[src/rtl/alu_multicycle.sv]
// Multi-cycle ALU: single-cycle logic/arith ops, iterative 1-bit/cycle shifter
// with Start/Busy/Done handshake. Define ALU_FAST_SHIFT_EN for a barrel shifter.
module alu_multicycle #(
    parameter int DATA_WIDTH  = 32,
    parameter int SHAMT_WIDTH = $clog2(DATA_WIDTH)
) (
    input  logic                  clk,
    input  logic                  rst,
    input  logic                  Start,
    input  logic [3:0]            Operation,
    input  logic [DATA_WIDTH-1:0] SrcA,
    input  logic [DATA_WIDTH-1:0] SrcB,
    output logic                  Busy,
    output logic                  Done,
    output logic [DATA_WIDTH-1:0] ALUResult,
    output logic                  Zero
);

    typedef enum logic [1:0] {IDLE, SHIFT, FINISH} state_t;

    state_t                 state, state_next;
    logic [DATA_WIDTH-1:0]  work, work_next;
    logic [DATA_WIDTH-1:0]  result, result_next;
    logic [SHAMT_WIDTH-1:0] cnt, cnt_next;
    logic [1:0]             sop, sop_next;
    logic                   done, done_next;
    logic [SHAMT_WIDTH-1:0] shamt;
    logic                   is_shift;
    logic [DATA_WIDTH-1:0]  step;

    assign shamt    = SrcB[SHAMT_WIDTH-1:0];
    assign is_shift = (Operation == 4'b0101) || (Operation == 4'b0110) ||
                      (Operation == 4'b0111);

    // Without the barrel shifter, shift codes return SrcA: only the shamt=0
    // case ever takes this path, the rest go through the iterative shifter.
    function automatic logic [DATA_WIDTH-1:0] alu_op(
        input logic [3:0]            op,
        input logic [DATA_WIDTH-1:0] a,
        input logic [DATA_WIDTH-1:0] b
    );
        logic [SHAMT_WIDTH-1:0] s;
        s = b[SHAMT_WIDTH-1:0];
        case (op)
            4'b0000: alu_op = a & b;
            4'b0001: alu_op = a | b;
            4'b0010: alu_op = a + b;
            4'b0011: alu_op = a - b;
            4'b0100: alu_op = a ^ b;
`ifdef ALU_FAST_SHIFT_EN
            4'b0101: alu_op = a >> s;
            4'b0110: alu_op = a << s;
            4'b0111: alu_op = $signed(a) >>> s;
`else
            4'b0101, 4'b0110, 4'b0111: alu_op = (s == '0) ? a : '0;
`endif
            4'b1000: alu_op = {{(DATA_WIDTH-1){1'b0}}, (a == b)};
            4'b1100: alu_op = {{(DATA_WIDTH-1){1'b0}}, ($signed(a) < $signed(b))};
            default: alu_op = '0;
        endcase
    endfunction

    // sop holds Operation[1:0]: 01 SRL, 10 SLL, 11 SRA
    always_comb begin
        case (sop)
            2'b10:   step = {work[DATA_WIDTH-2:0], 1'b0};
            2'b11:   step = {work[DATA_WIDTH-1], work[DATA_WIDTH-1:1]};
            default: step = {1'b0, work[DATA_WIDTH-1:1]};
        endcase
    end

    always_comb begin
        state_next  = state;
        work_next   = work;
        cnt_next    = cnt;
        sop_next    = sop;
        result_next = result;
        done_next   = 1'b0;
        case (state)
            SHIFT: begin
                work_next = step;
                cnt_next  = cnt - 1'b1;
                if (cnt == {{(SHAMT_WIDTH-1){1'b0}}, 1'b1}) begin
                    result_next = step;
                    state_next  = IDLE;
                    done_next   = 1'b1;
                end
            end
            default: begin
                state_next = IDLE;
                if (Start) begin
`ifdef ALU_FAST_SHIFT_EN
                    result_next = alu_op(Operation, SrcA, SrcB);
                    done_next   = 1'b1;
`else
                    if (is_shift && (shamt != '0)) begin
                        work_next  = SrcA;
                        cnt_next   = shamt;
                        sop_next   = Operation[1:0];
                        state_next = SHIFT;
                    end else begin
                        result_next = alu_op(Operation, SrcA, SrcB);
                        done_next   = 1'b1;
                    end
`endif
                end
            end
        endcase
    end

    always_ff @(posedge clk) begin
        if (rst) begin
            state  <= IDLE;
            work   <= '0;
            cnt    <= '0;
            sop    <= '0;
            result <= '0;
            done   <= 1'b0;
        end else begin
            state  <= state_next;
            work   <= work_next;
            cnt    <= cnt_next;
            sop    <= sop_next;
            result <= result_next;
            done   <= done_next;
        end
    end

`ifdef ALU_FAST_SHIFT_EN
    assign Busy = 1'b0;
`else
    assign Busy = (state == SHIFT);
`endif
    assign Done      = done;
    assign ALUResult = result;
    assign Zero      = (result == '0);

endmodule

[config.mk]
export PLATFORM = sky130hd
export DESIGN_NAME = alu_multicycle
export DESIGN_NICKNAME = d
export VERILOG_FILES = /design/src/rtl/alu_multicycle.sv
export SDC_FILE = /design/constraint.sdc
export NUM_CORES = 1
export LEC_CHECK = 0
export ABC_AREA = 1
export BUFFER_PORTS_ARGS = -buffer_cell sky130_fd_sc_hd__clkbuf_2
export CAP_MARGIN = 20
export CORE_ASPECT_RATIO = 2
export CORE_UTILIZATION = 35
export CTS_BUF_LIST = sky130_fd_sc_hd__clkbuf_16
export CTS_CLUSTER_SIZE = 24
export DETAILED_ROUTE_END_ITERATION = 10
export GPL_TIMING_DRIVEN = 0
export SYNTH_ARGS = -nofsm -noshare
export SYNTH_HDL_FRONTEND = slang
export SYNTH_SLANG_ARGS = --single-unit
[constraint.sdc]
create_clock -name clk -period 5.7 [get_ports clk]
set_input_delay 1.14 -clock clk [delete_from_list [all_inputs] [get_ports clk]]
set_output_delay 1.14 -clock clk [all_outputs]
set_load 0.03 [all_outputs]
# == Word-level counts from Yosys, hierarchy flattened ==
# Index checks and enable logic that the tools add are counted.
# op_classes
reduce_logical,13
add_sub_neg,3
n_bitwise,4
n_eq_ne,16
mux,21
magnitude_cmp,1
# ops
cell,count
$mux W32,8
$pmux W32 S8,1
$pmux W32 S2,1
$add A32 B32 Y32,1
$and A32 B32 Y32,1
$eq A32 B32 Y1,1
$logic_not A32 Y1,1
$lt A32 B32 Y1,1
$or A32 B32 Y32,1
$sub A32 B32 Y32,1
$xor A32 B32 Y32,1
$eq A4 B3 Y1 const B,4
$mux W5,3
$eq A4 B2 Y1 const B,2
$eq A4 B4 Y1 const B,2
$mux W1,6
$reduce_and A3 Y1,2
$eq A5 B1 Y1 const B,1
$logic_not A5 Y1,1
$reduce_bool A5 Y1,1
$sub A5 B1 Y5 const B,1
$eq A2 B2 Y1 const B,2
$eq A4 B1 Y1 const B,1
$logic_not A4 Y1,1
10 further kinds,13
# totals
word_cells,64
out_inout_bits,35
reg_bits,74
in_bits,71

# == Longest topological paths before layout ==
# logic_depth
word_depth,7
mapped_depth,19
depth_no_buf,18

# == Worst setup path after synthesis ==
# OpenSTA, ideal clock, no wires.
# synth_path
path_type,input port to flip-flop
start,in SrcA[0]
end,"reg result[0], in the netlist ALUResult[0]"
t_arrival_ns,2.607
stages,17
setup_slack_ns,2.973
cell_sequence,inv_1 > ha_1 > fa_1 > inv_1 > nand2_1 > nand3_2 > nand2_1 > nand2_1 > nand2_2 > nand2_2 > nand2_1 > nand2_1 > nand2_1 > nand3_1 > nand2_1 > nand2_1 > a21oi_1
# synth_via
elab_chain_len,5
# synth_lines
element,line_no,source
from (decl),11,"input logic [DATA_WIDTH-1:0] SrcA,"
"$sub A32 B32 Y32, or another cell as far along",48,4'b0011: alu_op = a - b;
$pmux W32 S8 *,44,case (op)
$mux W32 *,96,if (is_shift && (shamt != '0)) begin
$mux W32 *,91,if (Start) begin
$mux W32 *,79,case (state)
to (signal assigned),124,result <= result_next;
to (decl),23,"logic [DATA_WIDTH-1:0] result, result_next;"
# Every way passes the cells marked *; elsewhere a longest branch is shown, timed or not. The select of a mux whose other input is x is not followed.
# A chain may end at the register's enable or synchronous reset.

# == Final worst setup path ==
# layout_path
start,in SrcA[15]
end,"reg result[30], in the netlist ALUResult[30]"
# layout_via
elab_chain_len,5
# layout_lines
element,line_no
$sub A32 B32 Y32 / $add A32 B32 Y32 (equally long branches),"48, 47"
$pmux W32 S8 *,44
$mux W32 *,96
$mux W32 *,91
$mux W32 *,79
# Marks and branches as above.

==> run metrics <==
fraction of layout cells with a size suffix above 1 0.124; post-synthesis sequential area ratio 0.141; vias in the first global route 12200; max_cap viols 0; EDFF count, synth 0; fin cells 2301; Worst Tran Pin Value 0.850 ns; die area 30200 µm²; final net count 2120; die width 123 µm; Fin Setup TNS 0 ns; Ant. Diodes 0; clk slew on worst S/H paths 0.05 ns; ys flop type dfxtp_1; Resize count post-CTS 0; Cell Rows 88; drt drc 0; Routed Antenna Nets 0; Max Freq 281 MHz; Buffers on Ports 104; cell area after synthesis 10300 µm²; first-pass GRT wire length 74.0 mm; Arr. time, crit path 3.78 ns; startpoint types input pin; hold_sp work[23]; Cell variety after synth 42; Tcrit/Tclk final 0.624; Root Buffer Master clkbuf_16; largest net degree at the start of global routing 12; leak pwr 6.24 nW; maximum vdd drop 179 µV; Total GRT Usage 0.343; htree depth 3; Synth Register Bits 73; mux cell area share after synthesis 0; RSZ-0062 raised after global routing false; most common cell after layout, fill and taps aside nand2_1; post-detail-place hpwl 43.2 mm; GP Congestion 1.13; commonest non-fill, non-tap cells in the layout nand2_1, inv_1, nor2_1; postcts setup bufs 0; RR Startpoint state[0]; GR Overflow Total 0; Slew Viols, Final 0; vias 12400; Post-CTS Hold Fix Bufs 0; Hold Violations, Final 0; post-synthesis adder-cell area fraction 0.137; vias per inst 5.40; initial antenna violation count 0; CP required 5.93 ns; Max Clock Skew 0.00430 ns; Max Buffers Root-to-Sink 2; area grow syn2layout 11.9%; Synth Instances 1821; largest family of logic cells by synthesized area simple AND/OR/NAND/NOR gates; Initial Utilization 0.357; routed len/inst 22.2 µm; Fill cells 3363; Yosys warning count 0; Synth Area in Compound Gates 0.173; ratio of total power to cell area 177 nW/µm²; area share of xor/xnor cells in the synthesized design 0.000848; Tmin final 3.56 ns; drt pass-1 iters 5; io pins 106; Sink Count 73; status completed; CTS buffer count 9; placed cell count 2285; Final setup viols 0; critical path class input pin to flop; FFs w/ async S/R, synth 0; Critical Path End Type flop; Synth Area in Simple Gates 0.382; wirelength, routed 51.0 mm; syn_area_per_cell 5.67 µm²; hold slack final 0.475 ns; core area 29000 µm²; Syn Nets 2004; worst-path fanout max 8; CP startpoint SrcA[15]; DR iter-0 viols 904; worst skew pair latency 0.34 ns; Die Span Y 245 µm; worst hold path type flop to flop; max_slew headroom 0.432; TritonCTS clock tree built
==> per-stage QoR <==
stage          cell area [µm²]   util  worst slack (ns)  total power [mW]
6_report                 11600  0.399              2.14              2.05
5_1_grt                  11600  0.399              2.04              2.16
4_1_cts                  11600  0.399              2.23              2.04
3_5_place_dp             11300  0.390              1.87              1.53
3_3_place_gp             11300  0.390              1.86              1.53
2_1_floorplan            10300      -              2.97              1.18
==> registers in the layout, indices dropped and copies added, names as in the netlist <==
signal and count:
cnt 5, state 1, Done 1, work 32, ALUResult 32, sop 2
==> worst paths after layout <==
check	slack (ns)	cells past startpoint	endpoint
hold reg to reg	0.48	2	work[23]
setup / recovery	2.14	15	ALUResult[30]
setup reg to reg	3.85	7	ALUResult[16]
hold / removal	0.48	2	work[23]
==> cell families (layout without fill, tap and decap cells) <==
logic type                 Yosys count  count (layout)
adders and majority gates          112             112
xor gates and xnor gates             1               1
DFF                                 73              73
buffers and inverters              398             518
AOI/OAI and AO/OA                  310             310
and+or+nand+nor                    927             927
==> cell usage after synthesis (2+ instances only) <==
master     number  area (µm²)
nand2_2        12        75.1
dfxtp_1        73        1460
o22ai_1         8        50.1
ha_1          110        1380
inv_1         308        1160
nand3_2         8        80.1
clkbuf_1       20        75.1
buf_4          19         143
buf_6          16         180
a31oi_1        31         194
and2_1          4        25.0
o21ai_0        73         365
nand2_1       545        2050
nor2_2         20         125
nor4_1         10        62.6
nand3_1       122         611
o31ai_1         2        15.0
nor2_1        154         578
o21ai_1         9        45.0
inv_2          14        52.6
o2111ai_1       6        52.6
nor3_2          4        40.0
a211oi_1        2        15.0
o211ai_1        9        67.6
a21oi_1       134         671
and3_1          3        18.8
or2_2           2        12.5
o221ai_1       25         219
buf_2          20         100
fa_1            2        40.0
nor3_1         22         110
nand4_1        17         106
o21bai_1        8        60.1
==> per-layer routing <==
metal  track usage  vias to the layer above  wire length (µm)
met3        0.0513                      212              2540
met4         0.334                        0              6000
li1              -                     6029                 -
met5             0                        -                 0
met1         0.315                     5681             16500
met2         0.618                      494             26000
==> cell type report <==
cell class | count | area [µm²] | area share
plain buffers | 75 | 498 | 0.0431
clock buffers | 9 | 225 | 0.0195
clock inverters | 6 | 27.5 | 0.00238
inverters | 323 | 1210 | 0.105
multi-input cells | 1350 | 7160 | 0.619
flip-flops and latches | 73 | 1460 | 0.126
well taps | 360 | 450 | 0.0390
repair buffers | 105 | 528 | 0.0457
==> power breakdown <==
group	switching (mW)	internal, mW	leakage, nW	total, mW
clock network	0.216	0.286	0.133	0.501
logic	0.684	0.276	5.51	0.961
registers	0.0365	0.547	0.598	0.584
==> critical path, cell delays in order <==
cell and delay (ns):
clkbuf_2 0.20, inv_1 0.07, ha_1 0.27, buf_4 0.17
nand2_1 0.17, nor2_1 0.65, nand2_1 0.24, nor4_2 0.18
nand2_1 0.14, nand2_1 0.10, nand2_1 0.05, nand3_1 0.08
nand3_1 0.16, nand2_1 0.10, a21oi_1 0.06
Note: power is estimated with default switching activity, not from simulation.
